File: src/rtl/cpu_defs_pkg.sv
// cpu_defs: shared definitions for the instruction fetch path.
//   - FS_* : 3-bit fetch sequencer state encodings
//   - ADDR_W_DEF : default program counter / memory address width
//   - LH_LOW / LH_HIGH : IR byte-lane select values
package cpu_defs;

  localparam int ADDR_W_DEF = 8;

  localparam logic [2:0] FS_IDLE      = 3'd0;
  localparam logic [2:0] FS_FETCH_L   = 3'd1;
  localparam logic [2:0] FS_FETCH_H   = 3'd2;
  localparam logic [2:0] FS_ISSUE     = 3'd3;
  localparam logic [2:0] FS_EXEC_WAIT = 3'd4;
  localparam logic [2:0] FS_HALT      = 3'd5;

  localparam logic LH_LOW  = 1'b0;
  localparam logic LH_HIGH = 1'b1;

endpackage

File: src/rtl/fetch_pc_counter.sv
// fetch_pc_counter: program counter register for the fetch sequencer.
// Ports:
//   Clock    in   system clock
//   Reset    in   asynchronous active-high, loads RESET_PC
//   inc      in   advance PC by one (wraps modulo 2^ADDR_W)
//   load     in   load PC from load_val; wins over inc
//   load_val in   ADDR_W load value
//   pc       out  ADDR_W current program counter
module fetch_pc_counter #(
  parameter int                ADDR_W   = 8,
  parameter logic [ADDR_W-1:0] RESET_PC = '0
) (
  input  logic              Clock,
  input  logic              Reset,
  input  logic              inc,
  input  logic              load,
  input  logic [ADDR_W-1:0] load_val,
  output logic [ADDR_W-1:0] pc
);

  always_ff @(posedge Clock or posedge Reset) begin
    if (Reset) begin
      pc <= RESET_PC;
    end else if (load) begin
      pc <= load_val;
    end else if (inc) begin
      pc <= pc + 1'b1;
    end
  end

endmodule

File: src/rtl/ir_fetch_controller.sv
// ir_fetch_controller: fetches a 16-bit instruction as two bytes (low at PC,
// high at PC+1) from byte-wide memory, strobes the IR, pulses instr_valid to
// decode, then waits for execute to finish and picks the next PC.
// Ports:
//   Clock, Reset            clock; asynchronous active-high reset
//   start                   leave IDLE / resume from HALT
//   mem_ready               memory byte valid this cycle
//   mem_rd, mem_addr        memory read request and byte address (= PC)
//   ir_write, ir_lh         IR write strobe and byte-lane select
//   instr_valid             one-cycle pulse: IR holds a new instruction
//   exec_done               execute finished current instruction
//   pc_load, pc_load_val    with exec_done: branch to pc_load_val
//   halt_req                with exec_done: go to HALT
//   busy, halted            status
//
// state        | meaning
// FS_IDLE      | out of reset, waiting for start
// FS_FETCH_L   | reading low byte at PC
// FS_FETCH_H   | reading high byte at PC
// FS_ISSUE     | instruction complete, instr_valid pulse
// FS_EXEC_WAIT | waiting for exec_done
// FS_HALT      | stopped by halt_req, waiting for start
module ir_fetch_controller
  import cpu_defs::*;
#(
  parameter int                ADDR_W   = ADDR_W_DEF,
  parameter logic [ADDR_W-1:0] RESET_PC = '0
) (
  input  logic              Clock,
  input  logic              Reset,
  input  logic              start,
  input  logic              mem_ready,
  output logic              mem_rd,
  output logic [ADDR_W-1:0] mem_addr,
  output logic              ir_write,
  output logic              ir_lh,
  output logic              instr_valid,
  input  logic              exec_done,
  input  logic              pc_load,
  input  logic [ADDR_W-1:0] pc_load_val,
  input  logic              halt_req,
  output logic              busy,
  output logic              halted
);

  logic [2:0]        state;
  logic [2:0]        state_nxt;
  logic [ADDR_W-1:0] pc;
  logic              pc_inc;
  logic              pc_ld;

  // PC advances on every accepted byte, so mem_addr tracks the byte being read.
  assign pc_inc = ((state == FS_FETCH_L) || (state == FS_FETCH_H)) && mem_ready;
  assign pc_ld  = (state == FS_EXEC_WAIT) && exec_done && pc_load;

  fetch_pc_counter #(
    .ADDR_W   (ADDR_W),
    .RESET_PC (RESET_PC)
  ) u_pc (
    .Clock    (Clock),
    .Reset    (Reset),
    .inc      (pc_inc),
    .load     (pc_ld),
    .load_val (pc_load_val),
    .pc       (pc)
  );

  always_ff @(posedge Clock or posedge Reset) begin
    if (Reset) begin
      state <= FS_IDLE;
    end else begin
      state <= state_nxt;
    end
  end

  always_comb begin
    state_nxt = state;
    case (state)
      FS_IDLE:      if (start) state_nxt = FS_FETCH_L;
      FS_FETCH_L:   if (mem_ready) state_nxt = FS_FETCH_H;
      FS_FETCH_H:   if (mem_ready) state_nxt = FS_ISSUE;
      FS_ISSUE:     state_nxt = FS_EXEC_WAIT;
      FS_EXEC_WAIT: if (exec_done) state_nxt = halt_req ? FS_HALT : FS_FETCH_L;
      FS_HALT:      if (start) state_nxt = FS_FETCH_L;
      default:      state_nxt = FS_IDLE;
    endcase
  end

  // Outputs depend only on state (and mem_ready for the write strobe), so
  // they drop to zero the moment Reset forces the state register to IDLE.
  always_comb begin
    mem_rd      = 1'b0;
    ir_write    = 1'b0;
    ir_lh       = LH_LOW;
    instr_valid = 1'b0;
    busy        = 1'b0;
    halted      = 1'b0;
    case (state)
      FS_FETCH_L: begin
        mem_rd   = 1'b1;
        ir_write = mem_ready;
        ir_lh    = LH_LOW;
        busy     = 1'b1;
      end
      FS_FETCH_H: begin
        mem_rd   = 1'b1;
        ir_write = mem_ready;
        ir_lh    = LH_HIGH;
        busy     = 1'b1;
      end
      FS_ISSUE: begin
        instr_valid = 1'b1;
        busy        = 1'b1;
      end
      FS_EXEC_WAIT: busy   = 1'b1;
      FS_HALT:      halted = 1'b1;
      default: ;
    endcase
  end

  assign mem_addr = pc;

endmodule
File: config.mk
export PLATFORM = sky130hd
export DESIGN_NAME = ir_fetch_controller
export DESIGN_NICKNAME = d
export VERILOG_FILES = /design/src/rtl/cpu_defs_pkg.sv /design/src/rtl/fetch_pc_counter.sv /design/src/rtl/ir_fetch_controller.sv
export SDC_FILE = /design/constraint.sdc
export NUM_CORES = 1
export LEC_CHECK = 0
export BUFFER_PORTS_ARGS = -buffer_cell sky130_fd_sc_hd__buf_2
export CORE_AREA = 2 2 43 45
export CTS_CLUSTER_DIAMETER = 80
export DETAILED_ROUTE_END_ITERATION = 12
export DIE_AREA = 0 0 45 47
export PLACE_DENSITY = 0.72
export SLEW_MARGIN = 15
export SYNTH_ARGS = -nofsm -noshare
export SYNTH_HDL_FRONTEND = slang
export SYNTH_SLANG_ARGS = --single-unit
File: constraint.sdc
create_clock -name Clock -period 2.1 [get_ports Clock]
set_input_delay 0.315 -clock Clock [delete_from_list [all_inputs] [get_ports Clock]]
set_output_delay 0.315 -clock Clock [all_outputs]
set_load 0.01 [all_outputs]
==> summary.txt, run 1 <==
CTS
  • Bufs on Longest Clock Path: 2
  • Post-CTS Setup Bufs: 0
  • CTS clock-pin slew for the worst setup and hold paths: 80 ps
  • CTS H-tree lvls: 1
  • CTS tree: built
  • CTS Hold Buffers Added: 0
  • Root Driver: clkbuf_4
  • Clock Latency Late Sink: 270 ps
  • Post-CTS sizing: 0
  • CTS buffer count: 3
  • Clock sinks: 11

Power
  • P_int: 710 uW
  • Worst vdd ir: 0.000621 V
  • Sw frac: 43.6%
  • LEAKAGE: 0.449 nW
  • Power share of the clock group: 11.9%
  • Total power per unit cell area: 1450 nW/um^2
  • Sequential share of power: 38.1%
  • NetSw: 549 uW
  • Power Total: 1.26 mW
  • Combinational share of power: 50.0%

Logic synthesis
  • Register area share after synthesis: 37.7%
  • Dominant cell type by area after synthesis: dfrtp_1
  • Synth area leaders: dfrtp_1 (38%), xnor2_1 (7.2%), nor2_1 (6.7%)
  • Post-synth EDFFs: 0
  • Post-synth ARST share: 100%
  • Top_reg_cell synth: dfrtp_1
  • Syn Nets: 97
  • Mapped Cells: 81
  • Yosys warns: 0
  • Flops & latches, synth: 11
  • Post-Syn Area: 729 um^2
  • Synth top area share: 37.7%
  • Average cell area after synthesis: 9.01 um^2
  • Post-synth cell types: 33

Routing
  • Final routed DRC violation total: 0
  • Sum of routed wire length over all layers: 1430 um
  • 1st-iter DRT viols: 3
  • DR WL/cell: 11.5 um
  • Vias/cell: 5.21
  • Drt first pass iters: 4
  • Post-route ant nets: 0
  • Via count: 651

Layout
  • Number of antenna cells inserted: 0
  • Area Overhead vs Synth: 19.4%
  • Fin nets: 125
  • Fill cells: 167
  • Layout cell share with drive strength beyond 1: 32.4%

Critical path
  • CP Cell Sequence: xor2_2, nand2_2, inv_1, buf_2
  • CP Data Required Time: 1780 ps
  • CP endpoint kind: output pin
  • Max FO, Critical Path: 12
  • Critical path class: register to output pin
  • Slowest CP cell: dfrtp_1
  • Max incr delay on CP: 590 ps
  • Crit path launch type: register
  • Crit. Startpoint: state[0]$_DFFE_PP0P_
  • WP data arrival: 1430 ps
  • Register-to-register setup slack: 370 ps
  • Reg2reg start: state[1]$_DFFE_PP0P_

Global route
  • First-pass GRT wire length: 2320 um
  • Initial antenna violation count: 0
  • Global Route Usage Sum: 15.7%
  • Largest net degree at the start of global routing: 17
  • Vias in the first global route: 576
  • Grt ovf: 0

Floorplanning
  • Rows: 15
  • Chip height: 47 um
  • Initial core utilization: 44.2%
  • Chip width: 45 um
  • Die area: 2120 um^2
  • I/O Pins: 29
  • Core area: 1650 um^2

Placed design
  • Detailed placement HPWL: 1100 um
  • Port-buffer cells: 28
  • Gpl congestion: 0.769

STA
  • Slew @ Worst Pin: 488 ps
  • Period utilisation layout: 83.0%
  • Final Hold Viols: 0
  • Max-slew violations: 0
  • Highest clock rate: 574 MHz
  • Endpoints failing setup: 0
  • RSZ-0062 raised after global routing: no
  • Min Clock Period, post-route: 1740 ps
  • Clock Skew: 2.84 ps
  • Setup TNS: 0 ps
  • Relative slew slack: 67.4%

Status
  • Status: finished clean

Job
  • Max-Cap Viols: 0

Hold path
  • Hold Crit Class: input port to async pin
-- cell usage in the layout (no fill, tap or decap), types with 2 or more instances in the layout --
| cell | instances |
|---|---|
| buf_2 | 28 |
| a21oi_1 | 8 |
| nand2_1 | 5 |
| inv_1 | 5 |
| xor2_1 | 2 |
| dfrtp_1 | 11 |
| nor3_1 | 2 |
| nand3_1 | 2 |
| and3_1 | 2 |
| nor2_1 | 13 |
| clkbuf_4 | 3 |
| xnor2_1 | 6 |
-- worst max-delay path: cells and delay by family, from the launching register on --
kind	cells	cell delay (ps)
buffers and inverters	2	230
and+or+nand+nor	1	120
DFF	1	590
xor gates and xnor gates	1	230
-- power groups by stage --
stage	Clock, mW	Combinational [mW]	Sequential, mW
global placement	0	0.630	0.478
finish	0.150	0.629	0.479
global route	0.163	0.703	0.505
floorplan	0	0.494	0.448
detailed placement	0	0.638	0.485
CTS	0.153	0.641	0.480
-- Yosys cell counts, drive strengths merged, types with 2 or more instances --
| cell | count |
|---|---|
| nor2 | 13 |
| dfrtp | 11 |
| a21oi | 8 |
| nand2 | 6 |
| xnor2 | 6 |
| inv | 5 |
| buf | 4 |
| xor2 | 3 |
| and3 | 2 |
| nand2b | 2 |
| nand3 | 2 |
| nor3 | 2 |
-- routing by layer --
metal	share of wire (%)	global-route usage, %
met5	0	0
met4	1.9	8.82
met2	45	26.0
met1	46	18.1
met3	6.9	4.62
-- kinds of logic after synthesis --
logic type / count (synthesis) / share of synthesized area [%]
compound gates: 15 / 13.2
xor+xnor: 9 / 11.8
fa+ha+maj: 1 / 1.71
buf+inv: 10 / 8.92
flops: 11 / 37.7
mux: 1 / 1.37
simple gates: 34 / 25.2
-- metrics by stage --
stage	instances	area (um^2)	util (%)	hold slack [ps]	setup slack (ps)
after floorplan	81	729	-	167	624
after global placement	121	845	51.1	332	409
after detailed placement	121	845	51.1	335	368
after CTS	125	871	52.7	38.9	345
after global routing	125	871	52.7	60.5	255
final	125	871	52.7	24.6	358
-- sequential cells by signal (all words and copies together), names as in the netlist --
signal	cells
state	3
u_pc.pc	8
-- final cells by class --
class                      instances  area [um^2]  area share (%)
sequential                        11          275            31.6
inverter                           5         18.8            2.16
tap                               17         21.3            2.44
timing repair buffer              28          140            16.1
clock buffer                       4         26.3            3.02
multi-input combinational         60          389            44.7
-- path summary, 6_finish.rpt --
| check | to | cells past startpoint |
|---|---|---|
| worst min-delay path | state[2]$_DFFE_PP0P_ | 2 |
| worst max register to register | u_pc.pc[7]$_DFFE_PP0P_ | 4 |
| min in group Clock | u_pc.pc[2]$_DFFE_PP0P_ | 3 |
| worst min register to register | u_pc.pc[7]$_DFFE_PP0P_ | 2 |
| worst max-delay path | ir_write | 4 |
| max in group asynchronous | u_pc.pc[7]$_DFFE_PP0P_ | 2 |
(Power assumes the default switching activity.)
==> run 2: changes to the inputs <==
ABC_AREA = 1   (was not set)
CORE_AREA = 2 2 52 44   (was 2 2 43 45)
DIE_AREA = 0 0 54 46   (was 0 0 45 47)
PLACE_DENSITY = 0.73   (was 0.72)
clock period = 1.7 ns   (was 2.1 ns; I/O delays follow)
==> run 2 against run 1 <==
Synthesized area up 27%. Sequential power up 16%. Sequential cell count unchanged. Highest routed layer unchanged.
==> summary.txt, run 2 <==
Status
  • Status: finished clean

Logic synthesis
  • Count leader, synth: nand2_1
  • Mapped Cells: 129
  • Register area share after synthesis: 29.6%
  • Post-synth cell types: 22
  • Synth area leaders: dfrtp_1 (30%), nand2_1 (18%), nand3_2 (13%)
  • Yosys warns: 0
  • Synth top area share: 29.6%
  • Flops & latches, synth: 11
  • Post-synth EDFFs: 0
  • Syn Nets: 145
  • Dominant cell type by area after synthesis: dfrtp_1
  • Average cell area after synthesis: 7.20 um^2
  • Post-Syn Area: 928 um^2
  • Post-synth ARST share: 100%
  • Top_reg_cell synth: dfrtp_1
  • Top cells by count, synth: nand2_1 (45), inv_1 (15), nand3_1 (12), nand3_2 (12), dfrtp_1 (11)

Layout
  • Number of antenna cells inserted: 0
  • Area Overhead vs Synth: 22.8%
  • Non-filler cells, final: 188
  • Most frequent cells in the layout: nand2_1 (45), buf_2 (28), inv_1 (13), nand3_2 (12), nand3_1 (12)
  • Most common cell after layout, fill and taps aside: nand2_1
  • Post-Route Utilization: 56.2%
  • Max reg flops: 8
  • Fin nets: 180
  • Final Instance Area: 1140 um^2
  • Top reg by flops: u_pc.pc
  • Regs by FF count: u_pc.pc: 8 flops, state: 3 flops
  • Layout cell share with drive strength beyond 1: 38.0%

Floorplanning
  • Initial core utilization: 45.8%
  • Rows: 15
  • Die area: 2480 um^2
  • Chip height: 46 um
  • Core area: 2030 um^2
  • Chip width: 54 um
  • I/O Pins: 29

Critical path
  • CP Data Required Time: 1440 ps
  • Critical path class: register to output pin
  • Crit path launch type: register
  • Max FO, Critical Path: 3
  • Reg2reg start: state[1]$_DFFE_PP0P_
  • CP endpoint kind: output pin
  • WP data arrival: 1340 ps
  • Crit. Startpoint: state[1]$_DFFE_PP0P_

CTS
  • Root Driver: clkbuf_4
  • CTS clock-pin slew for the worst setup and hold paths: 70 ps
  • Bufs on Longest Clock Path: 2
  • CTS buffer count: 3
  • CTS tree: built
  • Clock Latency Late Sink: 270 ps
  • Clock sinks: 11
  • CTS H-tree lvls: 1

Placed design
  • Gpl congestion: 0.898
  • Post-DP Area: 1070 um^2
  • Placed Cells: 180
  • Detailed placement HPWL: 1570 um
  • Port-buffer cells: 28
  • Pre-CTS WS: 247 ps

Routing
  • Via count: 916
  • Drt first pass iters: 4
  • DR WL/cell: 11.0 um
  • Final routed DRC violation total: 0
  • 1st-iter DRT viols: 9
  • Vias/cell: 4.87
  • Sum of routed wire length over all layers: 2060 um
  • Post-route ant nets: 0

Global route
  • Met1 GRT Util: 23.1%
  • M3 GR Usage: 5.92%
  • Met2 GRT Util: 34.1%
  • Largest net degree at the start of global routing: 17
  • Global route hottest layer: met2
  • Global Route Usage Sum: 19.6%
  • Grt ovf: 0
  • Initial antenna violation count: 0
  • First-pass GRT wire length: 3480 um
  • Vias in the first global route: 826

STA
  • Period utilisation layout: 93.8%
  • Highest clock rate: 627 MHz
  • Min Clock Period, post-route: 1600 ps
  • Clock Skew: 5.64 ps
  • Final Hold Viols: 0
  • Slew @ Worst Pin: 456 ps
  • Endpoints failing setup: 0
  • Relative slew slack: 69.5%
  • Hold slack: 273 ps
  • RSZ-0062 raised after global routing: no
  • Final WS setup: 105 ps
  • Max-slew violations: 0
  • Setup TNS: 0 ps

Power
  • Worst vdd ir: 0.00102 V
  • LEAKAGE: 0.639 nW
  • Power Total: 1.91 mW
  • Total power per unit cell area: 1680 nW/um^2

Job
  • Max-Cap Viols: 0

Hold path
  • Min-delay src: pc_load_val[1]
  • Hold Crit Class: input port to register
run 2: cell types whose count changed after synthesis, moves of 3 or more:
cell,previous run,this run
nand3_2,0,12
inv_1,5,15
a21oi_1,8,0
xnor2_1,6,0
nor2_1,13,8
o21ai_1,0,4
nand2_1,5,45
nand2_4,0,3
nand3_1,2,12
run 2: final cells by class:
| class | instances | area (um^2) |
|---|---|---|
| inverters | 17 | 63.8 |
| multi-input cells | 99 | 568 |
| repair buffers | 32 | 173 |
| fillers | 201 | 887 |
| well taps | 25 | 31.3 |
| clock buffers | 4 | 26.3 |
| flip-flops and latches | 11 | 278 |
run 2: timing repair:
item	CTS	global route
hold buffers	1	0
endpoints found under the hold margin	11	0
buffers inserted	1	2
resized for setup	1	4
setup endpoints to repair	1	1
run 2: kinds of logic (layout without fill, tap and decap cells):
logic type,Yosys count,count (layout),synth area share (%)
AND/OR/NAND/NOR,89,89,53.9
adder cells (fa/ha/maj),1,1,1.35
flip-flops,11,11,29.6
buffers and inverters,19,53,9.70
AO/OA/AOI/OAI,9,9,5.39
run 2: where the power goes:
| part | total, mW | switching, mW | internal, mW |
|---|---|---|---|
| Combinational | 1.18 | 0.707 | 0.468 |
| Clock | 0.180 | 0.0887 | 0.0909 |
| Sequential | 0.557 | 0.173 | 0.384 |
run 2: per-layer routing:
| layer | vias up | wire length [um] | share of wire (%) |
|---|---|---|---|
| li1 | 482 | - | - |
| met4 | 0 | 12 | 0.58 |
| met2 | 17 | 1050 | 51 |
| met5 | - | 0 | 0 |
| met1 | 415 | 911 | 44 |
| met3 | 2 | 86 | 4.2 |
run 2: worst paths after layout:
check | end | slack [ps] | cells past startpoint
max reg2reg | u_pc.pc[7]$_DFFE_PP0P_ | 200 | 6
min | u_pc.pc[1]$_DFFE_PP0P_ | 270 | 5
max in group asynchronous | state[0]$_DFFE_PP0P_ | 840 | 3
min reg2reg | u_pc.pc[7]$_DFFE_PP0P_ | 560 | 2
max | busy | 100 | 5
min in group asynchronous | u_pc.pc[5]$_DFFE_PP0P_ | 520 | 3
run 2: worst max-delay path, stage by stage (launching register included):
cell,delay (ps)
dfrtp_1,400
buf_4,150
nor2_2,180
nand2_2,120
nand3_1,100
buf_2,130
